==> src/rtl/alu_issue_rv.sv <==
// Issue/writeback stage in front of alu_rv: one OP/OP-IMM instruction in flight,
// operands from a 32x32 register file, result written back after ALU_LATENCY cycles.
module alu_issue_rv #(
  parameter int ALU_LATENCY = 1
) (
  input  logic        clock,
  input  logic        reset,
  input  logic        instr_valid,
  output logic        instr_ready,
  input  logic [31:0] instruction,
  output logic        enable,
  output logic [2:0]  funct3,
  output logic [6:0]  funct7,
  output logic [31:0] register_data_1,
  output logic [31:0] register_data_2,
  input  logic [31:0] register_data_out,
  output logic        retire_valid,
  output logic [4:0]  retire_rd,
  output logic [31:0] retire_data,
  output logic        illegal,
  input  logic [4:0]  dbg_addr,
  output logic [31:0] dbg_data
);
  localparam logic [6:0] OPC_OP  = 7'b0110011;
  localparam logic [6:0] OPC_IMM = 7'b0010011;
  localparam logic [2:0] WAIT_LAST = (ALU_LATENCY >= 2) ? 3'(ALU_LATENCY - 2) : 3'd0;

  typedef enum logic [2:0] {S_IDLE, S_ISSUE, S_WAIT, S_WB, S_ILL} state_t;

  state_t      state, state_nxt;
  logic [2:0]  wcnt, wcnt_nxt;
  logic [31:0] ir;
  logic [31:0] rf [32];
  logic        accept, in_legal, busy, is_op, is_shift;
  logic [4:0]  rs1, rs2, rd;
  logic [31:0] rdata_a, rdata_b;

  assign rs1 = ir[19:15];
  assign rs2 = ir[24:20];
  assign rd  = ir[11:7];

  assign accept   = instr_valid & instr_ready;
  assign in_legal = (instruction[6:0] == OPC_OP) || (instruction[6:0] == OPC_IMM);
  assign busy     = (state == S_ISSUE) || (state == S_WAIT) || (state == S_WB);
  assign is_op    = (ir[6:0] == OPC_OP);
  // funct3 001/101 are the immediate shifts; they keep funct7 for SRLI/SRAI selection
  assign is_shift = !is_op && (ir[13:12] == 2'b01);

  assign rdata_a  = (rs1 == 5'd0) ? 32'd0 : rf[rs1];
  assign rdata_b  = (rs2 == 5'd0) ? 32'd0 : rf[rs2];
  assign dbg_data = (dbg_addr == 5'd0) ? 32'd0 : rf[dbg_addr];

  always_comb begin
    state_nxt = state;
    wcnt_nxt  = wcnt;
    case (state)
      S_IDLE:  if (accept) state_nxt = in_legal ? S_ISSUE : S_ILL;
      S_ISSUE: begin
        wcnt_nxt  = 3'd0;
        state_nxt = (ALU_LATENCY == 1) ? S_WB : S_WAIT;
      end
      S_WAIT: begin
        if (wcnt == WAIT_LAST) state_nxt = S_WB;
        else                   wcnt_nxt  = wcnt + 3'd1;
      end
      S_WB:    state_nxt = S_IDLE;
      S_ILL:   state_nxt = S_IDLE;
      default: state_nxt = S_IDLE;
    endcase
  end

  // Outputs are forced to their reset values while reset is high, so a WB
  // coinciding with reset never retires.
  always_comb begin
    instr_ready     = 1'b0;
    enable          = 1'b0;
    funct3          = 3'd0;
    funct7          = 7'd0;
    register_data_1 = 32'd0;
    register_data_2 = 32'd0;
    retire_valid    = 1'b0;
    retire_rd       = 5'd0;
    retire_data     = 32'd0;
    illegal         = 1'b0;
    if (!reset) begin
      instr_ready = (state == S_IDLE);
      illegal     = (state == S_ILL);
      if (busy) begin
        enable          = (state == S_ISSUE);
        funct3          = ir[14:12];
        funct7          = (is_op || is_shift) ? ir[31:25] : 7'd0;
        register_data_1 = rdata_a;
        if (is_op)         register_data_2 = rdata_b;
        else if (is_shift) register_data_2 = {27'd0, ir[24:20]};
        else               register_data_2 = {{20{ir[31]}}, ir[31:20]};
      end
      if (state == S_WB) begin
        retire_valid = 1'b1;
        retire_rd    = rd;
        retire_data  = register_data_out;
      end
    end
  end

  always_ff @(posedge clock) begin
    if (reset) begin
      state <= S_IDLE;
      wcnt  <= 3'd0;
      ir    <= 32'd0;
      for (int i = 0; i < 32; i++) rf[i] <= 32'd0;
    end else begin
      state <= state_nxt;
      wcnt  <= wcnt_nxt;
      if (accept) ir <= instruction;
      if ((state == S_WB) && (rd != 5'd0)) rf[rd] <= register_data_out;
    end
  end
endmodule

==> config.mk <==
export PLATFORM = sky130hd
export DESIGN_NAME = alu_issue_rv
export DESIGN_NICKNAME = d
export VERILOG_FILES = /design/src/rtl/alu_issue_rv.sv
export SDC_FILE = /design/constraint.sdc
export NUM_CORES = 2
export LEC_CHECK = 0
export CAP_MARGIN = 20
export CELL_PAD_IN_SITES_DETAIL_PLACEMENT = 1
export CELL_PAD_IN_SITES_GLOBAL_PLACEMENT = 2
export CORE_ASPECT_RATIO = 1.75
export CORE_MARGIN = 4
export CORE_UTILIZATION = 35
export CTS_BUF_LIST = sky130_fd_sc_hd__clkbuf_16
export DETAILED_ROUTE_END_ITERATION = 8
export PLACE_DENSITY = 0.7
export SYNTH_ARGS = -nofsm -noshare
export SYNTH_HDL_FRONTEND = slang
export SYNTH_SLANG_ARGS = --single-unit
==> constraint.sdc <==
create_clock -name clock -period 8.7 [get_ports clock]
set_clock_uncertainty 0.2 [all_clocks]
set_input_delay 1.74 -clock clock [delete_from_list [all_inputs] [get_ports clock]]
set_output_delay 1.74 -clock clock [all_outputs]
set_load 0.1 [all_outputs]
Word level (Yosys, flattened, before mapping)
Memory sizes are Yosys's and may differ from the RTL's. A register that Yosys moved wholly into a read port is not among the register bits.
Index checks and enable logic that the tools add are counted.
Word-level totals
  flip-flop bits (word level): 38
  RAM bits: 1024
  input port bits: 72
  word-level logic and storage cells: 76
  memories: 1
Memories
  rf: words 32, bits a word 32, rd ports 3, clocked after memory_dff 2, write ports 32, RTL line 33  | logic [31:0] rf [32];
Operators by class
  add/subtract/negate cells: 1
  equal/unequal tests: 11
  mux-type cells: 42
  bitwise gates (word level): 1
  reduce and logical (&&, ||, !) cells: 17
Operator list (number)
  $mux W32: 12
  $mux W5: 7
  $reduce_or A32 Y1: 1
  $mux W7: 3
  $mux W3: 6
  $logic_not A5 Y1: 3
  $eq A7 B6 Y1 const B: 2
  $mux W1: 12
  $pmux W3 S3: 1
  $eq A7 B5 Y1 const B: 1
  $eq A3 B2 Y1 const B: 2
  $logic_not A3 Y1: 2
  $pmux W3 S2: 1
  $reduce_bool A5 Y1: 1
  $logic_or A1 B1 Y1: 4
  $ne A2 B2 Y1 const B: 2
  $reduce_and A2 Y1: 2
  $add A3 B1 Y3 const B: 1
  $eq A3 B1 Y1 const B: 1
  $eq A3 B3 Y1 const B: 1
  $eq A2 B1 Y1 const B: 1
  $logic_and A1 B1 Y1: 2
  $ne A2 B1 Y1 const B: 1
  $reduce_bool A2 Y1: 1
  other kinds (2): 2

Longest topological paths before layout
  depth in word-level cells: 7
  depth in mapped cells: 9
  gate-level depth less buffers: 7

Worst setup path after synthesis
No wires, ideal clock.
  path kind: input to output
  start point: input port reset
  end point: output port illegal
  arrival time: 5.165 ns
  data required time: 6.760 ns
  path slack: 1.595 ns
  stages on the path: 3
  path buffers: 2
  cell sequence: buf_2 -> clkbuf_1 -> nor4b_1
Between the ends
  word-level cells in the longest chain between the ends: 1
Ends and longest elaborated chain
  start: declaration: RTL line 7  | input logic reset,
  $mux W1: RTL line 85  | if (!reset) begin
  end: declaration: RTL line 20  | output logic illegal,
Every way passes these cells.

==> metrics.csv <==
stage;metric;value;unit
run_status;status;finished, final reports clean;
layout;drive_gt1_frac;0.308;
grt;top_usage_layer;met2;
timing;hold_viol_final;0;
power;vdd.ir_drop.worst;0.164;mV
worst_setup_path;crit_chain;buf_4, mux4_2, nor2b_1, a211oi_1, o31ai_1, buf_4, and3_1, clkdlybuf4s50_1;
grt;track_usage;0.298;
layout;num-nets-final;4426;
clock_network;cts_buffers;111;
yosys;synth_most_common_cell;and2_1;
worst_setup_path;start_kind;flip-flop;
timing;rsz0062_at_grt;false;
worst_setup_path;crit_slowest_cell;clkdlybuf4s50_1;
timing;timing.final.crit_share;0.828;
die;dieHeight;577;um
yosys;synth_top_area_frac;0.475;
worst_setup_path;cpMostUsedCell;buf_4;
layout;area_growth;14.8;%
clock_network;clkLatencyLatePin;0.77;ns
power;switching_share;0.298;
power;clkPwrFrac;0.364;
worst_setup_path;rrSetupSlack;3.68;ns
clock_network;cts.clk_slew.worst_paths;0.07;ns
clock_network;post_cts_resize_count;0;
worst_setup_path;required;6.76;ns
routing;drc;0;
worst_setup_path;cp-end-kind;output port;
yosys;seq_area_frac_synth;0.489;
power;p_sw;0.00416;W
run;cap_violations;0;
grt;antenna_found_initial;46;
routing;wl;291000;um
clock_network;hold_buffers;0;
die;io_pins;219;
layout;fin_area;0.0744;sq mm
worst_setup_path;worst_r2r_startpoint;state[1];
yosys;synth_edf_count;1024;
yosys;synth_top_area_cell;edfxtp_1;
routing;drt_first_pass_iters;7;
routing;drt_iter0_drc;6150;
worst_setup_path;reg2reg_depth;5;
worst_setup_path;path_max_fanout;38;
clock_network;ctsHtreeMaxLevel;3;
worst_setup_path;crit_end;register_data_2[13];
worst_hold_path;worstHoldPathType;flip-flop to flip-flop;
timing;fin_tns_setup;0;ns
worst_setup_path;cp.arrival;5.27;ns
grt;grt-ovfl-total;0;
power;power.share.sequential;0.434;
worst_setup_path;crit_path_max_incr_delay;1.30;ns
yosys;synth_common_cells;1,042 x and2_1, 1,024 x edfxtp_1, 859 x mux4_2;
yosys;synth_area;0.0648;sq mm
clock_network;cts-root-buf;clkbuf_16;
die;core_region_area;0.184;sq mm
power;pwr-share-comb;0.202;
yosys;synth_flop_cell;edfxtp_1;
clock_network;clock-sinks;1072;
grt;grt_pass1_wl;392000;um
die;num_rows;208;
worst_setup_path;crit_type;flip-flop to output port;
power;pwr_density_cell;188;mW/mm^2
timing;final.min_clock_period;7.21;ns
clock_network;cts_tree;yes;
yosys;yosysWarnings;0;
yosys;ys_top_cells_by_area;edfxtp_1 47%, mux4_2 30%, and2_1 10%;
timing;worst_pin_slew;1.20;ns
routing;routed-via-count;44700;
yosys;synthCells;4259;
grt;grt_use_met3;0.0575;
worst_setup_path;reg2reg_to;rf[12][11];
timing;slew_headroom;0.202;
grt;grt_max_degree;98;
routing;final_antenna_net_count;0;
grt;grt_pass1_vias;46100;
placed_design;dp_hpwl;182000;um
die;start_util;0.353;
yosys;async_reset_ff_frac;0;
placed_design;place.gp.congestion;0.844;
die;die_width;333;um
clock_network;clockBufferDepth;3;
die;die_area;0.192;sq mm
clock_network;postCtsSetupBuffers;0;
timing;setup_viol;0;
yosys;syn_area_per_cell;15.2;sq um
power;p_int;0.00980;W
timing;max_freq;0.139;GHz
routing;post_drt_wl_per_cell;42.2;um
placed_design;port_buffers;218;
placed_design;place_area;0.0704;sq mm
timing;drv_slew;0;
routing;vias_per_cell;6.48;
grt;met2_usage;0.510;
grt;use_met1;0.344;
yosys;synth_seq_cells;1072;
power;p_leak;25.7;nW
yosys;ys_types;50;
-- power by group through the flow --
stage	Clock [W]	Combinational (W)	Sequential, W
final	0.00508	0.00282	0.00606
after global routing	0.00531	0.00289	0.00608
after CTS	0.00513	0.00281	0.00605
after detailed placement	0	0.00280	0.00616
after global placement	0	0.00279	0.00614
after floorplan	0	0.00183	0.00603
-- critical path, delay by kind of cell, from the launching register on --
family,cells,cell delay (ns)
flip-flops,1,0.99
AND/OR/NAND/NOR,2,0.48
multiplexers,1,0.32
buffers and inverters,3,2.17
AO/OA/AOI/OAI,2,0.41
-- cell type report --
| class | instances | area [sq um] |
|---|---|---|
| clock buffer | 118 | 2950 |
| tap | 2415 | 3020 |
| timing repair buffer | 428 | 4410 |
| sequential | 1072 | 31700 |
| inverter | 41 | 154 |
| fill | 18300 | 109000 |
| antenna | 35 | 87.6 |
| multi-input combinational | 2698 | 31200 |
| clock inverter | 91 | 810 |
-- registers in the layout, indices dropped and copies added (netlist names), named ones only --
signal / count
state: 3
ir: 32
rf: 1024
wcnt: 3
-- through the flow --
stage                     setup slack [ns]  hold slack, ns  utilization  power [W]  instances
final                                 1.49           0.280        0.405     0.0140       6898
after global routing                  1.40           0.309        0.404     0.0143       6864
after CTS                             1.23           0.283        0.404     0.0140       6858
after detailed placement              1.25           0.271        0.383    0.00896       6649
after global placement                1.24           0.261        0.383    0.00892       6641
after floorplan                       1.59           0.245            -    0.00786       4290
-- cell families after synthesis --
| family | after synthesis | synth area share |
|---|---|---|
| flip-flops | 1072 | 0.489 |
| buffers and inverters | 520 | 0.0348 |
| other | 1 | 0.0000579 |
| adder cells (fa/ha/maj) | 2 | 0.000386 |
| multiplexers | 987 | 0.319 |
| AND/OR/NAND/NOR | 1441 | 0.131 |
| AO/OA/AOI/OAI | 233 | 0.0253 |
| XOR/XNOR | 3 | 0.000406 |
-- how the worst min path moves through the flow --
stage,startpoint,endpoint,slack [ns],cells after the start
finish,ir[4],ir[4],0.28,2
floorplan,ir[6],ir[6],0.24,2
global route,ir[3],ir[3],0.31,2
CTS,ir[0],ir[0],0.28,2
global placement,ir[6],ir[6],0.26,2
detailed placement,ir[5],ir[5],0.27,2
-- layer usage --
metal | part of all wire | wire (um) | vias up
li1 | - | - | 16900
met2 | 0.50 | 145000 | 3008
met4 | 0.074 | 21600 | 12
met5 | 0.00028 | 83 | -
met3 | 0.091 | 26500 | 852
met1 | 0.34 | 98100 | 23900
-- cells in the final DEF (no fill, tap or decap), types with 26 or more instances in the layout --
cell type,instances
nand3b_1,38
inv_1,60
buf_12,48
or2_2,33
buf_4,168
nor2_4,33
conb_1,32
mux2i_1,112
edfxtp_1,1024
mux4_2,859
o22ai_1,26
nand2_1,197
o211a_1,32
diode_2,35
a21oi_1,43
dfxtp_1,39
and2_1,1040
clkdlybuf4s50_1,199
clkbuf_16,118
o21ai_1,29
Note: power is estimated with default switching activity, not from simulation.
